===== config.mk =====
export PLATFORM = sky130hd
export DESIGN_NAME = sort_stream_ctrl
export DESIGN_NICKNAME = d
export VERILOG_FILES = /design/src/rtl/sort_stream_ctrl.sv
export SDC_FILE = /design/constraint.sdc
export NUM_CORES = 1
export LEC_CHECK = 0
export ABC_CLOCK_PERIOD_IN_PS = 3800
export CORE_UTILIZATION = 35
export DETAILED_ROUTE_END_ITERATION = 10
export PLACE_DENSITY = 0.6
export SLEW_MARGIN = 20
export SYNTH_ARGS = -nofsm -noshare
export SYNTH_HDL_FRONTEND = slang
export SYNTH_SLANG_ARGS = --single-unit

===== constraint.sdc =====
create_clock -name clk -period 3.8 [get_ports clk]
set_clock_uncertainty 0.1 [all_clocks]
set_input_delay 0.38 -clock clk [delete_from_list [all_inputs] [get_ports clk]]
set_output_delay 0.38 -clock clk [all_outputs]
set_load 0.02 [all_outputs]

===== src/rtl/sort_stream_ctrl.sv =====
// Stream loader/unloader around a 2^L-entry sorting engine: loads a frame,
// pads it with all-ones, starts the sort, then streams the first count results.
module sort_stream_ctrl #(
  parameter int N = 8,
  parameter int L = 4
) (
  input  logic         clk,
  input  logic         rst,
  input  logic         in_valid,
  input  logic [N-1:0] in_data,
  input  logic         in_last,
  output logic         in_ready,
  output logic         out_valid,
  output logic [N-1:0] out_data,
  output logic         out_last,
  input  logic         out_ready,
  output logic         busy,
  output logic         s_WrInit,
  output logic         s_Rd,
  output logic [L-1:0] s_RAddr,
  output logic [N-1:0] s_DataIn,
  output logic         s_start,
  input  logic [N-1:0] s_DataOut,
  input  logic         s_done
);

  localparam logic [2:0] IDLE  = 3'd0;
  localparam logic [2:0] LOAD  = 3'd1;
  localparam logic [2:0] PAD   = 3'd2;
  localparam logic [2:0] START = 3'd3;
  localparam logic [2:0] WAIT  = 3'd4;
  localparam logic [2:0] RD0   = 3'd5;
  localparam logic [2:0] RD1   = 3'd6;
  localparam logic [2:0] OUT   = 3'd7;

  localparam logic [L:0] FULL = {1'b1, {L{1'b0}}};
  localparam logic [L:0] ONE  = {{L{1'b0}}, 1'b1};

  logic [2:0] state;
  logic [L:0] wr_ptr;
  logic [L:0] count;
  logic [L:0] rd_ptr;
  logic       wait_skip;

  logic       loading;
  logic       accept;
  logic       pad_write;
  logic       last_out;
  logic [L:0] count_inc;

  // in_ready is forced low while rst is held so nothing is accepted during reset
  assign loading   = ((state == IDLE) || (state == LOAD)) && !rst;
  assign in_ready  = loading;
  assign accept    = in_valid && loading;
  assign pad_write = (state == PAD);
  assign count_inc = count + ONE;
  assign last_out  = (rd_ptr == (count - ONE));

  assign out_valid = (state == OUT);
  assign out_last  = (state == OUT) && last_out;
  assign s_start   = (state == START);
  assign busy      = !((state == IDLE) || (state == LOAD));
  assign s_WrInit  = accept || pad_write;
  assign s_Rd      = (state == RD0) || (state == RD1);

  // Sorter address/data mux; address idles at zero when the memory is not in use
  always_comb begin
    s_RAddr  = {L{1'b0}};
    s_DataIn = {N{1'b0}};
    if (accept) begin
      s_RAddr  = wr_ptr[L-1:0];
      s_DataIn = in_data;
    end else if (pad_write) begin
      s_RAddr  = wr_ptr[L-1:0];
      s_DataIn = {N{1'b1}};
    end else if (s_Rd) begin
      s_RAddr  = rd_ptr[L-1:0];
    end else begin
      s_RAddr  = {L{1'b0}};
    end
  end

  // Frame sequencer
  always_ff @(posedge clk or posedge rst) begin
    if (rst) begin
      state     <= IDLE;
      wr_ptr    <= {(L+1){1'b0}};
      count     <= {(L+1){1'b0}};
      rd_ptr    <= {(L+1){1'b0}};
      wait_skip <= 1'b0;
      out_data  <= {N{1'b0}};
    end else begin
      case (state)
        IDLE, LOAD: begin
          if (accept) begin
            wr_ptr <= wr_ptr + ONE;
            count  <= count_inc;
            if (in_last || (count_inc == FULL)) begin
              state <= (count_inc == FULL) ? START : PAD;
            end else begin
              state <= LOAD;
            end
          end
        end
        PAD: begin
          wr_ptr <= wr_ptr + ONE;
          if (wr_ptr[L-1:0] == {L{1'b1}}) begin
            state <= START;
          end
        end
        START: begin
          wait_skip <= 1'b1;
          state     <= WAIT;
        end
        WAIT: begin
          // s_done may still be high from the previous frame in the first WAIT cycle
          wait_skip <= 1'b0;
          if (!wait_skip && s_done) begin
            rd_ptr <= {(L+1){1'b0}};
            state  <= RD0;
          end
        end
        RD0: begin
          state <= RD1;
        end
        RD1: begin
          out_data <= s_DataOut;
          state    <= OUT;
        end
        OUT: begin
          if (out_ready) begin
            if (last_out) begin
              wr_ptr <= {(L+1){1'b0}};
              count  <= {(L+1){1'b0}};
              rd_ptr <= {(L+1){1'b0}};
              state  <= IDLE;
            end else begin
              rd_ptr <= rd_ptr + ONE;
              state  <= RD0;
            end
          end
        end
        default: begin
          state <= IDLE;
        end
      endcase
    end
  end

endmodule


Word level (Yosys, flattened, before mapping)

Index checks and enable logic that the tools add are counted.

Bits in read-only memories: 0
Bits in writable memories: 0
Latch bits: 0
Logic and storage cells: 70
Input port bits: 22
Memories: 0
Flip-flop bits (word level): 27
Output and inout bits: 27

Add/sub/neg operators: 4
$lt $le $gt $ge: 0
Shift operators: 0
Div/mod/pow operators: 0
Mux-type cells: 24
Multiply operators: 0
Equal/unequal tests: 15
Bitwise gates (word level): 0
Reductions and logical operators: 21

Operator list:

| cell                | number |
|---|---|
| $mux 5              | 7 |
| $pmux 3 s7          | 1 |
| $pmux 5 s2          | 2 |
| $mux 8              | 2 |
| $add 5x1->5 const B | 3 |
| $mux 3              | 5 |
| $pmux 5 s3          | 1 |
| $eq 3x3->1 const B  | 4 |
| $mux 4              | 3 |
| $reduce_and 4->1    | 3 |
| $eq 3x2->1 const B  | 2 |
| $ne 2x1->1 const B  | 3 |
| $reduce_bool 2->1   | 3 |
| $eq 5x5->1          | 1 |
| $eq 5x5->1 const B  | 1 |
| $sub 5x1->5 const B | 1 |
| $eq 4x4->1 const B  | 1 |
| $logic_and 1x1->1   | 4 |
| $logic_or 1x1->1    | 4 |
| $ne 2x2->1 const B  | 2 |
| $eq 3x1->1 const B  | 1 |
| $logic_not 1->1     | 3 |
| $logic_not 3->1     | 1 |
| $reduce_and 3->1    | 1 |
| other kinds (5)     | 5 |

Longest topological paths before layout

Word-level depth: 6
Mapped depth: 7
Gate-level depth less buffers: 7

Least setup slack after synthesis

OpenSTA, ideal clock, no wires.

Kind: register -> output
Start: register state[1]
End: output s_DataIn[0]
Path buffers: 1
Stages on the path, launching flop included: 5
Path slack: 1.792 ns
Arrival: 1.528 ns
Path through: dfrtp_1 or3b_4 a21oi_4 buf_4 o21a_1

Word-level cells in the longest chain between the ends: 5
Elaborated cells between the ends (all ways): 8

Ends and longest elaborated chain:

| what                                                 | RTL line | source |
|---|---|---|
| from (decl)                                          | 39       | `logic [2:0] state;` |
| from (signal assigned)                               | 99       | `state <= (count_inc == FULL) ? START : PAD;` |
| $eq 3x1->1 / $logic_not 3->1 (equally long branches) | 52       | `assign loading = ((state == IDLE) \|\| (state == LOAD)) && !rst;` |
| $logic_or 1x1->1                                     | 52       |  |
| $logic_and 1x1->1                                    | 52       |  |
| $logic_and 1x1->1                                    | 54       | `assign accept = in_valid && loading;` |
| $mux 8 (*)                                           | 70       | `if (accept) begin` |
| to (decl)                                            | 21       | `output logic [N-1:0] s_DataIn,` |

Every way passes the cells marked *; elsewhere a longest branch is shown, timed or not.

Worst setup path in the final report

Start: register count[0]
End: output out_last

Word-level cells in the longest chain between the ends: 3

Ends and longest elaborated chain:

| what                   | RTL line | source |
|---|---|---|
| from (decl)            | 41       | `logic [L:0] count;` |
| from (signal assigned) | 88       | `count <= {(L+1){1'b0}};` |
| from (signal assigned) | 97       | `count <= count_inc;` |
| from (signal assigned) | 134      | `count <= {(L+1){1'b0}};` |
| $sub 5x1->5            | 57       | `assign last_out = (rd_ptr == (count - ONE));` |
| $eq 5x5->1             | 57       |  |
| $logic_and 1x1->1      | 60       | `assign out_last = (state == OUT) && last_out;` |
| to (decl)              | 15       | `output logic out_last,` |

Every way passes these cells.

==> results.md <==
- Status: finished, violations left
- Violated checks: DRC
- Syn avg cell area: roughly 9.7 sq um
- Post-route setup slack: ~730 ps
- Most used cell, CP: inv_1
- Post-Syn Area: around 1700 sq um
- Primary FF master, synth: dfrtp_1
- Register area share after synthesis: about 40%
- Top cell type's share of synthesized area: between 30% and 40%
- Post-CTS setup buffer count: 0
- Die Y: between 70 and 80 um
- Reg2reg start: count[0]$_DFFE_PP0P_
- Highest-delay cell along the critical path: clkdlybuf4s50_1
- Max-Cap Viols: 0
- Clock share of power: between 10% and 20%
- Psw: about 0.00073 W
- Crit Path Max Fanout: 7
- Worst reg2reg endpoint: wr_ptr[1]$_DFFE_PP0P_
- Vias per cell: 5.54
- Reg power frac: approximately 32%
- Overall Global Routing Usage: around 18%
- CP endpoint kind: output pin
- Diodes inserted: 0
- FF-to-FF setup slack: approximately 1600 ps
- Core area: approximately 4500 sq um
- Nets: between 200 and 250
- Hold path endpoint: out_data[1]$_DFFE_PP0P_
- Final period utilization: ~81%
- Top-count cell post-synth: dfrtp_1
- Unique masters post-synth: 51
- Final setup TNS: 0 ps
- Initial antenna violation count: 0
- Final hold viol count: 0
- Lkg Pwr: between 0.9 and 1 nW
- CTS Hold Buffers Added: 0
- Overflow after GRT: 0
- Largest net degree at the start of global routing: 27
- Syn Inst Count: roughly 170
- Hold crit path type: reg -> reg
- Peak Freq: ~330 MHz
- Bufs and invs on worst path: 3
- Cell Rows: 24
- Post-synth EDFFs: 0
- RSZ-0062 raised after global routing: no
- PwrDens: 752 nW/um^2
- CTS resizes: 0
- Clk sink count: 26
- Internal: 0.000958 W
- Slowest stage delay, CP: around 600 ps
- DRT Pass-1 Iters: 7
- Synth top cells by count: 26 x dfrtp_1, 16 x nand2_1
- Vias: about 1,500
- Root buffer cell: clkbuf_8
- Worst-path cell chain: inv_1, ha_1, nor4bb_1, o211a_1, o2111ai_1, inv_1, clkdlybuf4s50_1
- Pre-CTS WS: between 800 and 900 ps
- Fill cell count: 404
- TritonCTS clock tree: done
- Number of synthesized register bits: 26
- Share of post-route cells with drive strength above 1: 11.9%
- IO Port Bufs: 48
- Max Transition Viols Final: 0
- Switching share of power: 43.2%
- Die width: between 70 and 80 um
- R2r worst-path depth: 7
- Vias in the first global route: between 1,500 and 2,000
- Critical path class: reg -> out
- Area growth from synthesis to layout: 34.6%
- Total clock buffers created by CTS: 3
- Worst-Margin Slew: between 500 and 600 ps
- Post-DP HPWL: about 3100 um
- Setup violations, final: 0
- Total I/O pin count: 49
- DRC: 6
- Starting DRT DRC Count: between 70 and 80
- Clock-pin slew on the worst setup and hold paths: ~100 ps
- Comb power frac: 53.6%
- Initial cell density of the core: 37.2%
- VDD IR max: between 0.2 and 0.25 mV
- Worst hold start: out_data[1]$_DFFE_PP0P_
- Delay-heaviest family, CP: buffers and inverters
- Remaining antenna violation count: 0
- Clock Tree Buf Depth: 2
- Synth area leader: dfrtp_1
- Synth async-reset ratio: 100%
- Cells on Worst Hold Path: 1
- Routed WL per cell: roughly 15 um
- CP required: between 3000 and 4000 ps
- CP Launch Type: flop
- Synth warn: 0
- First-pass GRT wire length: between 7000 and 8000 um
- H-tree lvl count: 1
- WL final: 4130 um
- Top cells by area, synth: dfrtp_1 39%, mux2_2 5.4%, nand2_1 3.6%, o21a_1 3.6%, xor2_1 3.2%
- Crit path DAT: between 2000 and 3000 ps
- Die area: around 5000 sq um
- Mapped Nets: 198
- Slew HR: slightly above 60%
- Clk Latency, worst-skew pair: roughly 270 ps
- Routability cong.: about 0.86
- Tmin final: ~3100 ps
flip-flops by register name (all words and copies together), names as in the netlist:
name	flops
rd_ptr	5
wait_skip	1
state	3
out_data	8
count	5
wr_ptr	4
per-layer routing:
metal | global-route usage, % | part of all wire [%] | up-vias
met5 | 0 | 0 | -
met4 | 5.78 | 1.6 | 0
met3 | 2.85 | 4.8 | 6
met2 | 31.9 | 49 | 50
met1 | 23.0 | 44 | 719
li1 | - | - | 722
logic make-up (layout without fill, tap and decap cells):
logic type      after synthesis  after routing  synth area share, %
buf+inv                      16             62                 4.96
flops                        26             26                 39.1
simple gates                 58             58                 20.2
fa+ha+maj                     4              4                 3.01
compound gates               52             52                 23.1
mux                           8              8                 5.41
xor+xnor                      8              8                 4.21
power by group through the flow:
stage                     clock network, W  logic, W  registers, W
after CTS                         0.000240  0.000911      0.000545
after global routing              0.000255  0.000987      0.000570
final                             0.000235  0.000904      0.000546
after detailed placement                 0  0.000910      0.000551
after floorplan                          0  0.000605      0.000532
after global placement                   0  0.000885      0.000545
placed cells by master, fill, tap and decap left out, types with 3 or more instances in the layout:
cell / synthesis / layout
a21oi_1: 9 / 9
nand2b_1: 6 / 6
and3_1: 3 / 3
clkbuf_8: 0 / 3
o21ai_1: 3 / 3
inv_1: 9 / 8
xor2_1: 6 / 6
a22o_1: 5 / 5
o21ai_0: 9 / 9
nor3_1: 3 / 3
clkdlybuf4s50_1: 0 / 48
o21a_1: 8 / 8
nor2_1: 4 / 4
mux2_2: 8 / 8
ha_1: 4 / 4
nand3_1: 9 / 9
nand2_1: 16 / 16
dfrtp_1: 26 / 26
worst max-delay path by stage:
stage	startpoint	endpoint	slack, ps	depth (start not counted)
after floorplan	state[1]$_DFFE_PP0P_	s_DataIn[0]	1790	4
after global placement	rst	s_RAddr[3]	890	5
after detailed placement	rst	s_RAddr[3]	820	5
after CTS	count[0]$_DFFE_PP0P_	out_last	730	7
after global routing	count[0]$_DFFE_PP0P_	out_last	550	7
final	count[0]$_DFFE_PP0P_	out_last	730	7
stage by stage:
stage / power, W / instances / area (sq um) / hold WS [ps] / utilization, %
2_1_floorplan: 0.00114 / 172 / 1670 / 320 / -
3_3_place_gp: 0.00143 / 266 / 2170 / 385 / 48.5
3_5_place_dp: 0.00146 / 266 / 2170 / 392 / 48.5
4_1_cts: 0.00170 / 270 / 2240 / 416 / 50.1
5_1_grt: 0.00181 / 270 / 2240 / 433 / 50.1
6_report: 0.00169 / 270 / 2240 / 410 / 50.1
worst reg2reg max path: cells and delay by family, from the launching register on:
family / cells / cell delay, ps
compound gates: 3 / 620
buf+inv: 1 / 110
simple gates: 2 / 530
flops: 1 / 480
fa+ha+maj: 1 / 260
area by class of cell:
| class | instances | area, sq um | area share, % |
|---|---|---|---|
| clock inverters | 1 | 30.0 | 1.34 |
| well taps | 52 | 65.1 | 2.90 |
| flip-flops and latches | 26 | 651 | 29.0 |
| inverters | 9 | 33.8 | 1.51 |
| multi-input cells | 130 | 932 | 41.6 |
| clock buffers | 3 | 41.3 | 1.84 |
| repair buffers | 49 | 488 | 21.8 |
(Power assumes the default switching activity.)
